==> src/rtl/dqs_write_sequencer.sv <==
// dqs_write_sequencer: sequences the DQS strobe for one DDR write burst.
// After each accepted request it inserts a wait of WL-1 cycles, then a
// preamble, N toggling burst cycles and a postamble. The DQS pad pattern,
// the DQS/DQ tristates and a one-cycle-early write-FIFO pop are all
// generated here.
//
// Ports
//   MCLK       memory clock, all logic on the rising edge
//   Reset      synchronous reset, active high
//   wrReq      write burst request, held until wrAck
//   wrAck      accept; a transfer occurs on the edge where wrReq && wrAck
//   burstLen   burst length in MCLK cycles, sampled at accept; 0 = 2**BL_WIDTH
//   ODDRD1     DQS value for the first half of the next pad cycle
//   ODDRD2     DQS value for the second half of the next pad cycle
//   preDQSenL  DQS tristate, active low
//   preDQenL   DQ tristate, active low
//   dataReq    pop one word from the write FIFO this cycle
//   busy       high whenever the sequencer is not idle
module dqs_write_sequencer #(
  parameter int unsigned WL       = 2,
  parameter int unsigned BL_WIDTH = 4
) (
  input  logic                MCLK,
  input  logic                Reset,
  input  logic                wrReq,
  output logic                wrAck,
  input  logic [BL_WIDTH-1:0] burstLen,
  output logic                ODDRD1,
  output logic                ODDRD2,
  output logic                preDQSenL,
  output logic                preDQenL,
  output logic                dataReq,
  output logic                busy
);

  localparam int unsigned WAIT_W = (WL > 1) ? $clog2(WL) : 1;
  localparam int unsigned CNT_W  = BL_WIDTH + 1;

  typedef enum logic [2:0] {
    S_IDLE  = 3'd0,
    S_WAIT  = 3'd1,
    S_PRE   = 3'd2,
    S_BURST = 3'd3,
    S_POST  = 3'd4
  } state_t;

  state_t            state_q, state_d;
  logic [WAIT_W-1:0] wait_q, wait_d;
  logic [CNT_W-1:0]  cnt_q, cnt_d;
  logic [CNT_W-1:0]  len_n;

  logic ack_d, d1_d, dqsen_d, dqen_d, dreq_d, busy_d;

  // Burst length field 0 encodes the maximum length 2**BL_WIDTH.
  assign len_n = (burstLen == '0) ? {1'b1, {BL_WIDTH{1'b0}}} : {1'b0, burstLen};

  // Next state and next-cycle output values; outputs are registered from these.
  always_comb begin
    state_d = state_q;
    wait_d  = wait_q;
    cnt_d   = cnt_q;

    case (state_q)
      S_IDLE: begin
        if (wrReq) begin
          cnt_d = len_n;
          if (WL == 1) begin
            state_d = S_PRE;
          end else begin
            state_d = S_WAIT;
            wait_d  = WAIT_W'(WL - 2);
          end
        end
      end
      S_WAIT: begin
        if (wait_q == '0) state_d = S_PRE;
        else              wait_d  = wait_q - WAIT_W'(1);
      end
      S_PRE: begin
        state_d = S_BURST;
      end
      S_BURST: begin
        // Counter reaches 0 only on the transition to POST, so it never wraps.
        cnt_d = cnt_q - CNT_W'(1);
        if (cnt_q == CNT_W'(1)) state_d = S_POST;
      end
      S_POST: begin
        state_d = S_IDLE;
      end
      default: begin
        state_d = S_IDLE;
      end
    endcase

    ack_d   = (state_d == S_IDLE);
    busy_d  = (state_d != S_IDLE);
    d1_d    = (state_d == S_BURST);
    dqsen_d = !((state_d == S_PRE) || (state_d == S_BURST) || (state_d == S_POST));
    dqen_d  = (state_d != S_BURST);
    // FIFO pop leads the burst by one cycle: high in PRE and in every BURST
    // cycle except the last one (counter value 1).
    dreq_d  = (state_d == S_PRE) || ((state_d == S_BURST) && (cnt_d != CNT_W'(1)));
  end

  // State, counters and registered outputs.
  always_ff @(posedge MCLK) begin
    if (Reset) begin
      state_q   <= S_IDLE;
      wait_q    <= '0;
      cnt_q     <= '0;
      wrAck     <= 1'b1;
      ODDRD1    <= 1'b0;
      ODDRD2    <= 1'b0;
      preDQSenL <= 1'b1;
      preDQenL  <= 1'b1;
      dataReq   <= 1'b0;
      busy      <= 1'b0;
    end else begin
      state_q   <= state_d;
      wait_q    <= wait_d;
      cnt_q     <= cnt_d;
      wrAck     <= ack_d;
      ODDRD1    <= d1_d;
      ODDRD2    <= 1'b0;
      preDQSenL <= dqsen_d;
      preDQenL  <= dqen_d;
      dataReq   <= dreq_d;
      busy      <= busy_d;
    end
  end

endmodule

==> config.mk <==
export PLATFORM = sky130hd
export DESIGN_NAME = dqs_write_sequencer
export DESIGN_NICKNAME = d
export VERILOG_FILES = /design/src/rtl/dqs_write_sequencer.sv
export SDC_FILE = /design/constraint.sdc
export NUM_CORES = 1
export LEC_CHECK = 0
export BUFFER_PORTS_ARGS = -buffer_cell sky130_fd_sc_hd__buf_2
export CAP_MARGIN = 20
export CORE_MARGIN = 1.5
export CORE_UTILIZATION = 30
export CTS_CLUSTER_DIAMETER = 100
export DETAILED_ROUTE_END_ITERATION = 8
export PLACE_DENSITY = 0.59
export SKIP_CTS_REPAIR_TIMING = 1
export SYNTH_ARGS = -nofsm -noshare
export SYNTH_HDL_FRONTEND = slang
export SYNTH_SLANG_ARGS = --single-unit
==> constraint.sdc <==
create_clock -name MCLK -period 1.37 [get_ports MCLK]
set_input_delay 0.137 -clock MCLK [delete_from_list [all_inputs] [get_ports MCLK]]
set_output_delay 0.137 -clock MCLK [all_outputs]
set_load 0.01 [all_outputs]
==> After elaboration in Yosys (flattened, before gate mapping) <==
Cells that the tools add are included.
{ "totals": {"in_bits": 7, "out_inout_bits": 7, "reg_bits": 15, "elab_cells": 42} }
{ "op_classes": {"eq_ne": 10, "n_mux": 10, "n_addsub": 2, "reduce_logical": 11} }
{ "op_table": {"columns": ["op", "n"], "rows": [
  ["== test 3 x 2 -> 1 bit (second input constant)", 4],
  ["case mux 3 bit (4 select lines)", 1],
  ["two-way mux 5 bit", 2],
  ["case mux 5 bit (2 select lines)", 1],
  ["two-way mux 3 bit", 3],
  ["logical NOT 3 bit", 2],
  ["== test 5 x 1 -> 1 bit (second input constant)", 1],
  ["!= test 5 x 1 -> 1 bit (second input constant)", 1],
  ["subtractor 5 x 1 -> 5 bit (second input constant)", 1],
  ["logical NOT 4 bit", 1],
  ["== test 3 x 1 -> 1 bit (second input constant)", 1],
  ["== test 3 bit (second input constant)", 1],
  ["logical OR 1 bit", 3],
  ["!= test 3 x 2 -> 1 bit (second input constant)", 1],
  ["nonzero test 3 bit", 1],
  ["two-way mux 1 bit", 2],
  ["!= test 2 bit (second input constant)", 1],
  ["case mux 1 bit (2 select lines)", 1],
  ["AND reduction 2 bit", 1],
  ["nonzero test 2 bit", 1],
  ["logical AND 1 bit", 1],
  ["logical NOT 1 bit", 1],
  ["subtractor 1 bit (second input constant)", 1]
]} }

==> Longest topological paths before layout <==
{ "depth": {"depth_word": 7, "mapped_depth": 7, "mapped_depth_nobuf": 7} }

==> Worst setup path before layout <==
Ideal clock, no wire load.
{ "synth_path": {"path_kind": "reg-to-reg", "from": "register cnt_q[0]", "to": "register dataReq", "period_less_slack_ns": 1.386, "arrival_ns": 1.257, "required_time_ns": 1.241, "path_stages_with_launch": 7, "path_slack_ns": -0.016, "setup_time_ns": 0.129, "path_buffers": 0, "cell_sequence": "dfxtp_1 -> inv_1 -> ha_1 -> nand4b_4 -> or3_1 -> a31oi_1 -> a31oi_1"} }
{ "synth_between": {"elab_chain_len": 6, "word_cells_on_any_way": 11, "cone_classes": "add/sub: 1; eq/ne: 4; mux: 4; reduce/logical: 2"} }
{ "synth_lines": {"columns": ["item", "line_no", "source"], "rows": [
  ["start, declared", "49", "logic [CNT_W-1:0] cnt_q, cnt_d;"],
  ["start signal, assigned", "121", "cnt_q <= cnt_d;"],
  ["branches (longest 5 deep; another with subtractor 5 x 1 -> 5 bit)", null, null],
  ["logical OR 1 bit *", "102", "dreq_d = (state_d == S_PRE) || ((state_d == S_BURST) && (cnt_d != CNT_W'(1)));"],
  ["end signal, assigned", "127", "dataReq <= dreq_d;"],
  ["end, declared", "32", "output logic dataReq,"]
]} }
Every way passes the cells marked *.
A chain may end at the register's enable or synchronous reset.

==> Worst setup path after layout <==
{ "layout_path": {"from": "register cnt_q[1]", "to": "register dataReq"} }
The elaborated chain is that of the path after synthesis.

==> flow_summary.yaml <==
power:
  p_comb_frac: 0.325
  power_switching_mw: 0.333
  leakage_nw: 0.452
  p_clk_frac: 0.225
  vdd_drop_max_mv: 0.502
  p_seq_frac: 0.450
  finalPower_mw: 1.07
  power.density_mw_per_mm2: 1050
  switching_share: 0.313
  power.internal_mw: 0.732
setup_path:
  slowest_stage: "dfxtp_2"
  cp.required_ns: 1.54
  crit-reg2reg-launch: "cnt_q[1]"
  end_kind: "flop"
  setup.worst_path.end: "dataReq"
  arrival_ns: 1.68
  crit_path_start: "cnt_q[1]"
  critPathMaxStageDelay_ns: 0.35
  crit_chain: "inv_2 -> ha_4 -> nand4b_4 -> or3_1 -> a31oi_2 -> a31oi_1"
  startpoint_type: "flop"
  r2r_slack_ns: -0.14
  critical_path_class: "reg -> reg"
  r2r_end: "dataReq"
  reg2reg_depth: 6
  critPathMaxFanout: 4
sta:
  rsz0062_at_grt: "true"
  finalWorstSetupSlack_ns: -0.135
  setup_violations: 3
  hold_ws_ns: 0.129
  hold_viol: 0
  clock_skew_ns: 0.000728
  post-route-period-util: 1.10
  maxSlewViolCount: 0
  min_period_ns: 1.51
  fmax_mhz: 664
clock_network:
  cts-root-buf: "clkbuf_4"
  clock_path_buffers: 2
  clk_pin_slew_ns: 0.08
  htreeDepth: 1
  clk_latency_ns: 0.29
  cts_buffers: 3
  cts_tree: "done"
  cts_sinks: 14
grt:
  grt_pass1_wl_mm: 2.84
  grtUsageTotal: 0.148
  met3_usage: 0.0431
  busiest_layer: "met2"
  use_met2: 0.241
  grtUsageMet1: 0.164
  grt_max_degree: 13
  overflow: 0
  antenna_found_initial: 0
  grt_pass1_vias: 648
yosys:
  yosysSeqAreaShare: 0.388
  synth_nets: 86
  syn_inst: 77
  synth_edf_count: 0
  ys_types: 32
  avgSynthCellArea_um2: 9.38
  yosys_warnings: 0
  synthArstFlopShare: 0
  synth-seq-cells: 14
  synth-main-ff-cell: "dfxtp_1"
  syn-cell-area_um2: 722
routing:
  postRouteAntennaNets: 0
  vias: 725
  drt_wl_total_mm: 1.95
  firstDrtPassIters: 4
  drc: 0
  post_drt_wl_per_cell_um: 14.4
  viasPerCell: 5.37
  dr.first_iter.drc_count: 21
run:
  maxCapViolations: 0
cells_and_area:
  utilization: 0.454
  final_cells: 135
  final_area_mm2: 0.00101
  insertedDiodeCount: 0
  post_route_cells_drive_above_1_share: 0.533
  multiInputGateArea_um2: 432
  area_delta_synth_final_pct: 40.6
  ff_latch_area_um2: 292
  layout.nets: 118
  n_fill_cell: 218
outcome:
  outcome: "complete, but fails checks"
  violations: "negative setup slack"
die:
  die_width_um: 52.1
  num_rows: 17
  coreArea_mm2: 0.00223
  start_util: 0.323
  die_h_um: 52.1
  num_io_pins: 14
  die-area_mm2: 0.00271
place:
  placed_cells: 128
  postPlaceCellArea_um2: 897
  hpwl_mm: 1.37
  gp_congestion: 0.868
  io_buffers: 12
min_path:
  hold_path_class: "in -> reg"
[metal layers]
| metal | up-vias | routed length (um) |
|---|---|---|
| li1 | 336 | - |
| met2 | 44 | 902 |
| met3 | 18 | 143 |
| met5 | - | 0 |
| met1 | 327 | 756 |
| met4 | 0 | 144 |
[kinds of logic after synthesis]
group / synth area share
other: 0.00519
AOI/OAI and AO/OA: 0.156
and+or+nand+nor: 0.309
adders and majority gates: 0.0347
DFF: 0.388
muxes: 0.0139
buffers and inverters: 0.0936
[power by group through the flow]
stage	Clock (mW)	Sequential [mW]	Combinational, mW
after global placement	0	0.485	0.275
after global routing	0.255	0.483	0.379
final	0.240	0.479	0.346
after CTS	0.243	0.478	0.282
after detailed placement	0	0.487	0.281
after floorplan	0	0.483	0.168
[per-stage QoR]
stage	setup slack, ns	setup TNS, ns
after floorplan	0.0120	0
after global placement	-0.216	-0.539
after detailed placement	-0.227	-0.663
after CTS	-0.256	-0.874
after global routing	-0.239	-0.559
final	-0.135	-0.278
[how the worst min path moves through the flow]
stage | from | to | slack [ns] | cells past startpoint
2_1_floorplan | wrReq | busy | 0.29 | 1
3_3_place_gp | Reset | cnt_q[0] | 0.43 | 2
3_5_place_dp | Reset | cnt_q[0] | 0.43 | 2
4_1_cts | Reset | cnt_q[0] | 0.12 | 2
5_1_grt | Reset | state_q[0] | 0.15 | 2
6_report | Reset | cnt_q[0] | 0.13 | 2
[flip-flops by register name (all words and copies together), names as in the netlist]
register	flops
state_q	3
preDQSenL	1
dataReq	1
ODDRD1	1
preDQenL	1
busy	1
wrAck	1
cnt_q	5
[synthesized netlist by cell type (2+ instances only)]
cell type | instances | area, um2
ha_1 | 2 | 25.0
nor4b_2 | 2 | 30.0
nor2_1 | 6 | 22.5
o22ai_1 | 3 | 18.8
nor4_1 | 3 | 18.8
nand3b_1 | 2 | 15.0
a31oi_1 | 3 | 18.8
dfxtp_1 | 14 | 280
or3_1 | 6 | 37.5
buf_4 | 2 | 15.0
nor2b_1 | 3 | 18.8
a211oi_1 | 2 | 15.0
buf_6 | 2 | 22.5
inv_1 | 6 | 22.5
nand2_1 | 4 | 15.0
[cell type report]
type	instances	area share
clock buffers	3	0.0222
repair buffers	32	0.205
well taps	28	0.0345
multi-input cells	51	0.425
flip-flops and latches	14	0.287
inverters	7	0.0259
[cells in the final DEF, fill, tap and decap left out, types with 2 or more instances in the layout]
| cell type | synthesis | final |
|---|---|---|
| or3_4 | 0 | 2 |
| nor4_1 | 3 | 3 |
| a31oi_1 | 3 | 2 |
| nand3b_1 | 2 | 2 |
| buf_2 | 0 | 13 |
| dfxtp_4 | 0 | 2 |
| clkbuf_4 | 0 | 3 |
| buf_4 | 2 | 19 |
| or3_1 | 6 | 4 |
| o22ai_2 | 0 | 2 |
| dfxtp_2 | 0 | 3 |
| dfxtp_1 | 14 | 9 |
| inv_1 | 6 | 4 |
| nand2_1 | 4 | 4 |
| nor2b_1 | 3 | 3 |
| inv_2 | 1 | 3 |
| nor2_1 | 6 | 5 |
[critical path, delay by kind of cell, from the launching register on]
family / cells / cell delay (ns)
AO/OA/AOI/OAI: 2 / 0.38
buffers and inverters: 1 / 0.07
AND/OR/NAND/NOR: 2 / 0.46
flip-flops: 1 / 0.35
adder cells (fa/ha/maj): 1 / 0.13
Power figures use the tool's default switching activity.
